## config.mk

```make
export PLATFORM = sky130hd
export DESIGN_NAME = pgs_tsmac_apb_host_bridge_v1_1
export DESIGN_NICKNAME = d
export VERILOG_FILES = /design/src/rtl/pgs_tsmac_apb_host_bridge_v1_1.sv
export SDC_FILE = /design/constraint.sdc
export NUM_CORES = 1
export LEC_CHECK = 0
export BUFFER_PORTS_ARGS = -buffer_cell sky130_fd_sc_hd__buf_2
export CAP_MARGIN = 10
export CELL_PAD_IN_SITES_DETAIL_PLACEMENT = 1
export CELL_PAD_IN_SITES_GLOBAL_PLACEMENT = 1
export CORE_ASPECT_RATIO = 1.25
export CORE_MARGIN = 2
export CORE_UTILIZATION = 37
export CTS_CLUSTER_SIZE = 24
export DETAILED_ROUTE_END_ITERATION = 7
export PLACE_DENSITY_LB_ADDON = 0.1
export RECOVER_POWER = 100
export SLEW_MARGIN = 20
export SYNTH_ARGS = -nofsm -noshare
export SYNTH_HDL_FRONTEND = slang
export SYNTH_SLANG_ARGS = --single-unit
```

## constraint.sdc

```tcl
create_clock -name pclk -period 4.69 [get_ports pclk]
set_input_delay 0.469 -clock pclk [delete_from_list [all_inputs] [get_ports pclk]]
set_output_delay 0.469 -clock pclk [all_outputs]
set_load 0.005 [all_outputs]
```

## src/rtl/pgs_tsmac_apb_host_bridge_v1_1.sv

```systemverilog
// APB slave to multi-channel host-register bridge for TSMAC/PHY register banks.
// Optional access timeout enabled by defining TSMAC_APB_TIMEOUT_EN.
module pgs_tsmac_apb_host_bridge_v1_1 #(
    parameter int unsigned NUM_CH     = 2,
    parameter int unsigned AW         = 16,
    parameter int unsigned DW         = 32,
    parameter int unsigned CH_SEL_LSB = 12,
    parameter int unsigned TIMEOUT    = 255
) (
    input  logic                 pclk,
    input  logic                 prst,
    input  logic [AW-1:0]        paddr,
    input  logic                 psel,
    input  logic                 penable,
    input  logic                 pwrite,
    input  logic [DW-1:0]        pwdata,
    output logic [DW-1:0]        prdata,
    output logic                 pready,
    output logic                 pslverr,
    output logic [NUM_CH-1:0]    hstcsn,
    output logic                 hstwrn,
    output logic [AW-1:0]        hstaddr,
    output logic [DW-1:0]        hstwdata,
    input  logic [NUM_CH*DW-1:0] hstrdata,
    input  logic [NUM_CH-1:0]    hstack
);

    localparam int unsigned CHW  = (NUM_CH > 1) ? $clog2(NUM_CH) : 1;
    localparam int unsigned CHW1 = CHW + 1;

    // Reject configurations the decode and timeout logic cannot represent.
    if (NUM_CH < 1 || NUM_CH > 16 || TIMEOUT < 1) begin : g_bad_param
        $error("pgs_tsmac_apb_host_bridge_v1_1: NUM_CH must be 1..16 and TIMEOUT >= 1");
    end

    typedef enum logic [1:0] {
        S_IDLE   = 2'd0,
        S_ACCESS = 2'd1,
        S_DONE   = 2'd2
    } state_t;

    state_t              state_q, state_d;
    logic [CHW-1:0]      ch_q, ch_d;
    logic                wr_q, wr_d;
    logic [DW-1:0]       prdata_d;
    logic                pready_d;
    logic                pslverr_d;
    logic [NUM_CH-1:0]   hstcsn_d;
    logic                hstwrn_d;
    logic [AW-1:0]       hstaddr_d;
    logic [DW-1:0]       hstwdata_d;

    logic [CHW-1:0]      ch_in;
    logic                ch_ok;
    logic                ack_sel;
    logic [DW-1:0]       rd_sel;
    logic                timeout_hit;

    assign ch_in = paddr[CH_SEL_LSB +: CHW];
    assign ch_ok = ({1'b0, ch_in} < CHW1'(NUM_CH));

    // Only the addressed channel's ack and read data are visible to the FSM.
    always_comb begin
        ack_sel = 1'b0;
        rd_sel  = '0;
        for (int i = 0; i < int'(NUM_CH); i++) begin
            if (ch_q == CHW'(i)) begin
                ack_sel = hstack[i];
                rd_sel  = hstrdata[i*DW +: DW];
            end
        end
    end

`ifdef TSMAC_APB_TIMEOUT_EN
    localparam int unsigned CNT_W = ($clog2(TIMEOUT + 1) > 8) ? $clog2(TIMEOUT + 1) : 8;

    logic [CNT_W-1:0] cnt_q, cnt_d;

    assign timeout_hit = (cnt_q == CNT_W'(TIMEOUT - 1));

    // Counts ACCESS cycles; cleared on every ACCESS entry.
    always_comb begin
        cnt_d = cnt_q;
        if (state_q == S_IDLE) begin
            cnt_d = '0;
        end else if (state_q == S_ACCESS) begin
            cnt_d = cnt_q + CNT_W'(1);
        end
    end

    always_ff @(posedge pclk or posedge prst) begin
        if (prst) begin
            cnt_q <= '0;
        end else begin
            cnt_q <= cnt_d;
        end
    end
`else
    assign timeout_hit = 1'b0;
`endif

    // Next-state and next-output logic.
    always_comb begin
        state_d    = state_q;
        ch_d       = ch_q;
        wr_d       = wr_q;
        prdata_d   = prdata;
        pready_d   = 1'b0;
        pslverr_d  = 1'b0;
        hstcsn_d   = hstcsn;
        hstwrn_d   = hstwrn;
        hstaddr_d  = hstaddr;
        hstwdata_d = hstwdata;

        unique case (state_q)
            S_IDLE: begin
                if (psel && !penable) begin
                    ch_d = ch_in;
                    wr_d = pwrite;
                    if (ch_ok) begin
                        hstaddr_d  = paddr;
                        hstwdata_d = pwdata;
                        hstcsn_d   = ~(NUM_CH'(1) << ch_in);
                        hstwrn_d   = ~pwrite;
                        state_d    = S_ACCESS;
                    end else begin
                        prdata_d  = '0;
                        pready_d  = 1'b1;
                        pslverr_d = 1'b1;
                        state_d   = S_DONE;
                    end
                end
            end
            S_ACCESS: begin
                if (!psel) begin
                    hstcsn_d = '1;
                    hstwrn_d = 1'b1;
                    state_d  = S_IDLE;
                end else if (ack_sel) begin
                    hstcsn_d = '1;
                    hstwrn_d = 1'b1;
                    if (!wr_q) begin
                        prdata_d = rd_sel;
                    end
                    pready_d = 1'b1;
                    state_d  = S_DONE;
                end else if (timeout_hit) begin
                    hstcsn_d  = '1;
                    hstwrn_d  = 1'b1;
                    prdata_d  = '0;
                    pready_d  = 1'b1;
                    pslverr_d = 1'b1;
                    state_d   = S_DONE;
                end
            end
            S_DONE: begin
                state_d = S_IDLE;
            end
            default: begin
                hstcsn_d = '1;
                hstwrn_d = 1'b1;
                state_d  = S_IDLE;
            end
        endcase
    end

    // State and registered outputs.
    always_ff @(posedge pclk or posedge prst) begin
        if (prst) begin
            state_q  <= S_IDLE;
            ch_q     <= '0;
            wr_q     <= 1'b0;
            prdata   <= '0;
            pready   <= 1'b0;
            pslverr  <= 1'b0;
            hstcsn   <= '1;
            hstwrn   <= 1'b1;
            hstaddr  <= '0;
            hstwdata <= '0;
        end else begin
            state_q  <= state_d;
            ch_q     <= ch_d;
            wr_q     <= wr_d;
            prdata   <= prdata_d;
            pready   <= pready_d;
            pslverr  <= pslverr_d;
            hstcsn   <= hstcsn_d;
            hstwrn   <= hstwrn_d;
            hstaddr  <= hstaddr_d;
            hstwdata <= hstwdata_d;
        end
    end

endmodule
```

==> metrics.txt <==
outcome=finished with violations; failing checks=max-capacitance violations, max-slew violations; Clock Power Share=roughly 28%; worst hold path endpoint=hstwdata[2]$_DFFE_PP0P_; final WL=9270 um; Yosys Warn Count=0; Cell Rows=41; buffer depth of the longest clock path=2; max-slew violation count=44; Final Skew=around 6.1 ps; DRC=0; Rel. slew slack=-28.0%; initial drt markers=38; gp weighted congestion=between 0.7 and 0.8; post-synthesis area per instance=16.1 sq um; Worst-path clk slew=60 ps; distinct cell type count after synthesis=24; CP required=around 5000 ps; DR vias=about 2,700; slack of the critical path=roughly 2000 ps; Die ar.=~11,000 sq um; CTS tree=built; r2r setup slk=roughly 2000 ps; WL per Instance=approximately 16 um; CTS H-Tree Depth=3; R2R Path End=prdata[22]$_DFFE_PP0P_; gr ovfl total=0; clock sink total=87; syn_nets=roughly 360; EDFF count, synth=0; worst r2r src=hstaddr[12]$_DFFE_PP0P_; sw frac=about 28%; post-cts resize count=0; Worst Hold Class=input pin to register; WHS=roughly 350 ps; Cells after Synth=~240; Overall Global Routing Usage=17.3%; first-pass GRT wire length=about 15,000 um; pre-CTS WS=between 2000 and 2500 ps; setup TNS=0 ps; I/O pin count=204; HPWL after DPL=approximately 7000 um; M3 GR Usage=between 4 and 5%; Slowest-stage cell, CP=or3_1; Comb power frac=between 20 and 30%; Final Util=between 40% and 50%; Final ANT Viol Nets=0; sequential cell fraction of total power=a little under half; Peak VDD IR=a little under 0.2 mV; CTS root buffer=clkbuf_16; LEAKAGE=2.38 nW; synth cell count leaders=dfrtp_1, mux2_1, mux2_2; largest net degree at the start of global routing=between 50 and 60; synthesis-to-finish area growth=30.9%; hold_buf cts=0; cell area after layout=around 5000 sq um; #FFs+latches synth=a little under 90; Async S/R FF share, synth=100%; number of global-route vias before repair=~2,900; sequential fraction of the synthesis area=approximately 57%; top-count cell post-synth=dfrtp_1; DR vias/cell=4.68; Die Ht=~120 um; fin crit period=around 2700 ps; hold depth=2; fraction of layout cells with a size suffix above 1=a little under half; grt met1 use=between 20% and 30%; core area=10,100 sq um; Final Hold Viols=0; unrepaired setup endpoints after global routing=false; setup violators final=0; Die Span X=between 90 and 100 um; Switch Pwr=a little under 0.7 mW; fmax=approximately 0.37 GHz; post-synth top area cell=dfrtp_1; DRT Pass-1 Iters=3; FF-to-FF path depth=4; clock latency on the worst-skew pair=between 300 and 400 ps; Mapped Area=3830 sq um; worst slew pin tran=1910 ps; post-synth top area share=between 50% and 60%; post-CTS setup buffer count=0; Starting Density=between 30% and 40%; final net count=~560; CP Capture Type=register; Power Internal=roughly 1.8 mW; dominant synthesized flop cell=dfrtp_1; critical path type=register to register; critical path arrival=just under 3000 ps; Reg area=~2200 sq um; final period utilization=57.6%; Port-buffer cells=between 200 and 250; met2 Usage GRT=a little under a third; Multi-input gate area=around 1400 sq um; max-cap violations=1; Fillers=around 1,100; Pwr Density=slightly below 500 nW/um^2; Post-DP Area=4910 sq um; HP Start=pwdata[2]; busiest grt layer=met2; number of antenna violations at the first check in global routing=1; cell chain of the critical path=buf_4, mux2i_1, or3_1, mux2_1; Num CTS Buffers=9; crit-path max FO=35; CP startpoint kind=register; Synth area leaders=dfrtp_1, mux2_1, mux2_4; Max stage delay on crit path=1110 ps
layer usage:
| metal | up-vias | share of wire [%] |
|---|---|---|
| met5 | - | 0 |
| met4 | 0 | 1.2 |
| met3 | 8 | 7.7 |
| met2 | 105 | 53 |
| met1 | 1334 | 39 |
| li1 | 1241 | - |
metrics by stage:
step | total power [mW] | instances
2_1_floorplan | 1.55 | 238
3_3_place_gp | 1.90 | 557
3_5_place_dp | 1.93 | 557
4_1_cts | 2.65 | 573
5_1_grt | 2.62 | 574
6_report | 2.45 | 574
worst max-delay path by stage:
stage	start	to	slack [ps]	depth (start not counted)
CTS	hstaddr[12]$_DFFE_PP0P_	prdata[21]$_DFFE_PP0P_	2180	4
finish	hstaddr[12]$_DFFE_PP0P_	prdata[22]$_DFFE_PP0P_	1990	4
detailed placement	hstaddr[12]$_DFFE_PP0P_	prdata[21]$_DFFE_PP0P_	2190	4
floorplan	prst	hstaddr[0]$_DFFE_PP0P_	1980	1
global placement	hstaddr[12]$_DFFE_PP0P_	prdata[21]$_DFFE_PP0P_	2250	4
global route	hstaddr[12]$_DFFE_PP0P_	prdata[22]$_DFFE_PP0P_	1700	4
flip-flops by register name, indices dropped and copies added (netlist names):
signal / flops
hstwdata: 32
hstwrn: 1
pready: 1
hstcsn: 2
wr_q: 1
state_q: 2
prdata: 32
hstaddr: 16
power by group through the flow:
stage / clock [mW] / combinational (mW) / sequential (mW)
2_1_floorplan: 0 / 0.396 / 1.15
3_3_place_gp: 0 / 0.774 / 1.13
3_5_place_dp: 0 / 0.794 / 1.14
4_1_cts: 0.724 / 0.797 / 1.13
5_1_grt: 0.757 / 0.704 / 1.16
6_report: 0.698 / 0.632 / 1.12
cell families (layout without fill, tap and decap cells):
logic type	count (synthesis)	in the layout	synth area share, %
buffers and inverters	18	224	3.69
other	1	2	0.0978
AO/OA/AOI/OAI	5	5	1.04
multiplexers	112	112	35.8
flip-flops	87	87	56.9
AND/OR/NAND/NOR	15	15	2.45
final cells by class:
| cell class | instances | area share, % |
|---|---|---|
| Timing Repair Buffer | 205 | 19.4 |
| Clock buffer | 10 | 4.56 |
| Antenna cell | 1 | 0.0499 |
| Tap cell | 129 | 3.22 |
| Multi-Input combinational cell | 133 | 27.8 |
| Sequential cell | 87 | 43.5 |
| Inverter | 3 | 0.249 |
| Clock inverter | 6 | 1.22 |
placed cells by master (no fill, tap or decap), types with 2 or more instances in the layout:
cell type  instances
buf_2            154
dfrtp_1           84
mux2_1            78
clkbuf_1          48
mux2_2            32
clkbuf_16          9
or3_1              4
nand2_1            3
o211a_1            3
clkinv_2           3
dfstp_1            3
buf_4              3
inv_1              2
o21ai_1            2
nor2_1             2
worst max-delay path: cells and delay by family (launching register included):
family | cells | cell delay [ps]
and+or+nand+nor | 1 | 1110
DFF | 1 | 320
buffers and inverters | 1 | 380
muxes | 2 | 760
No activity file was read; power rests on OpenSTA's default activity.
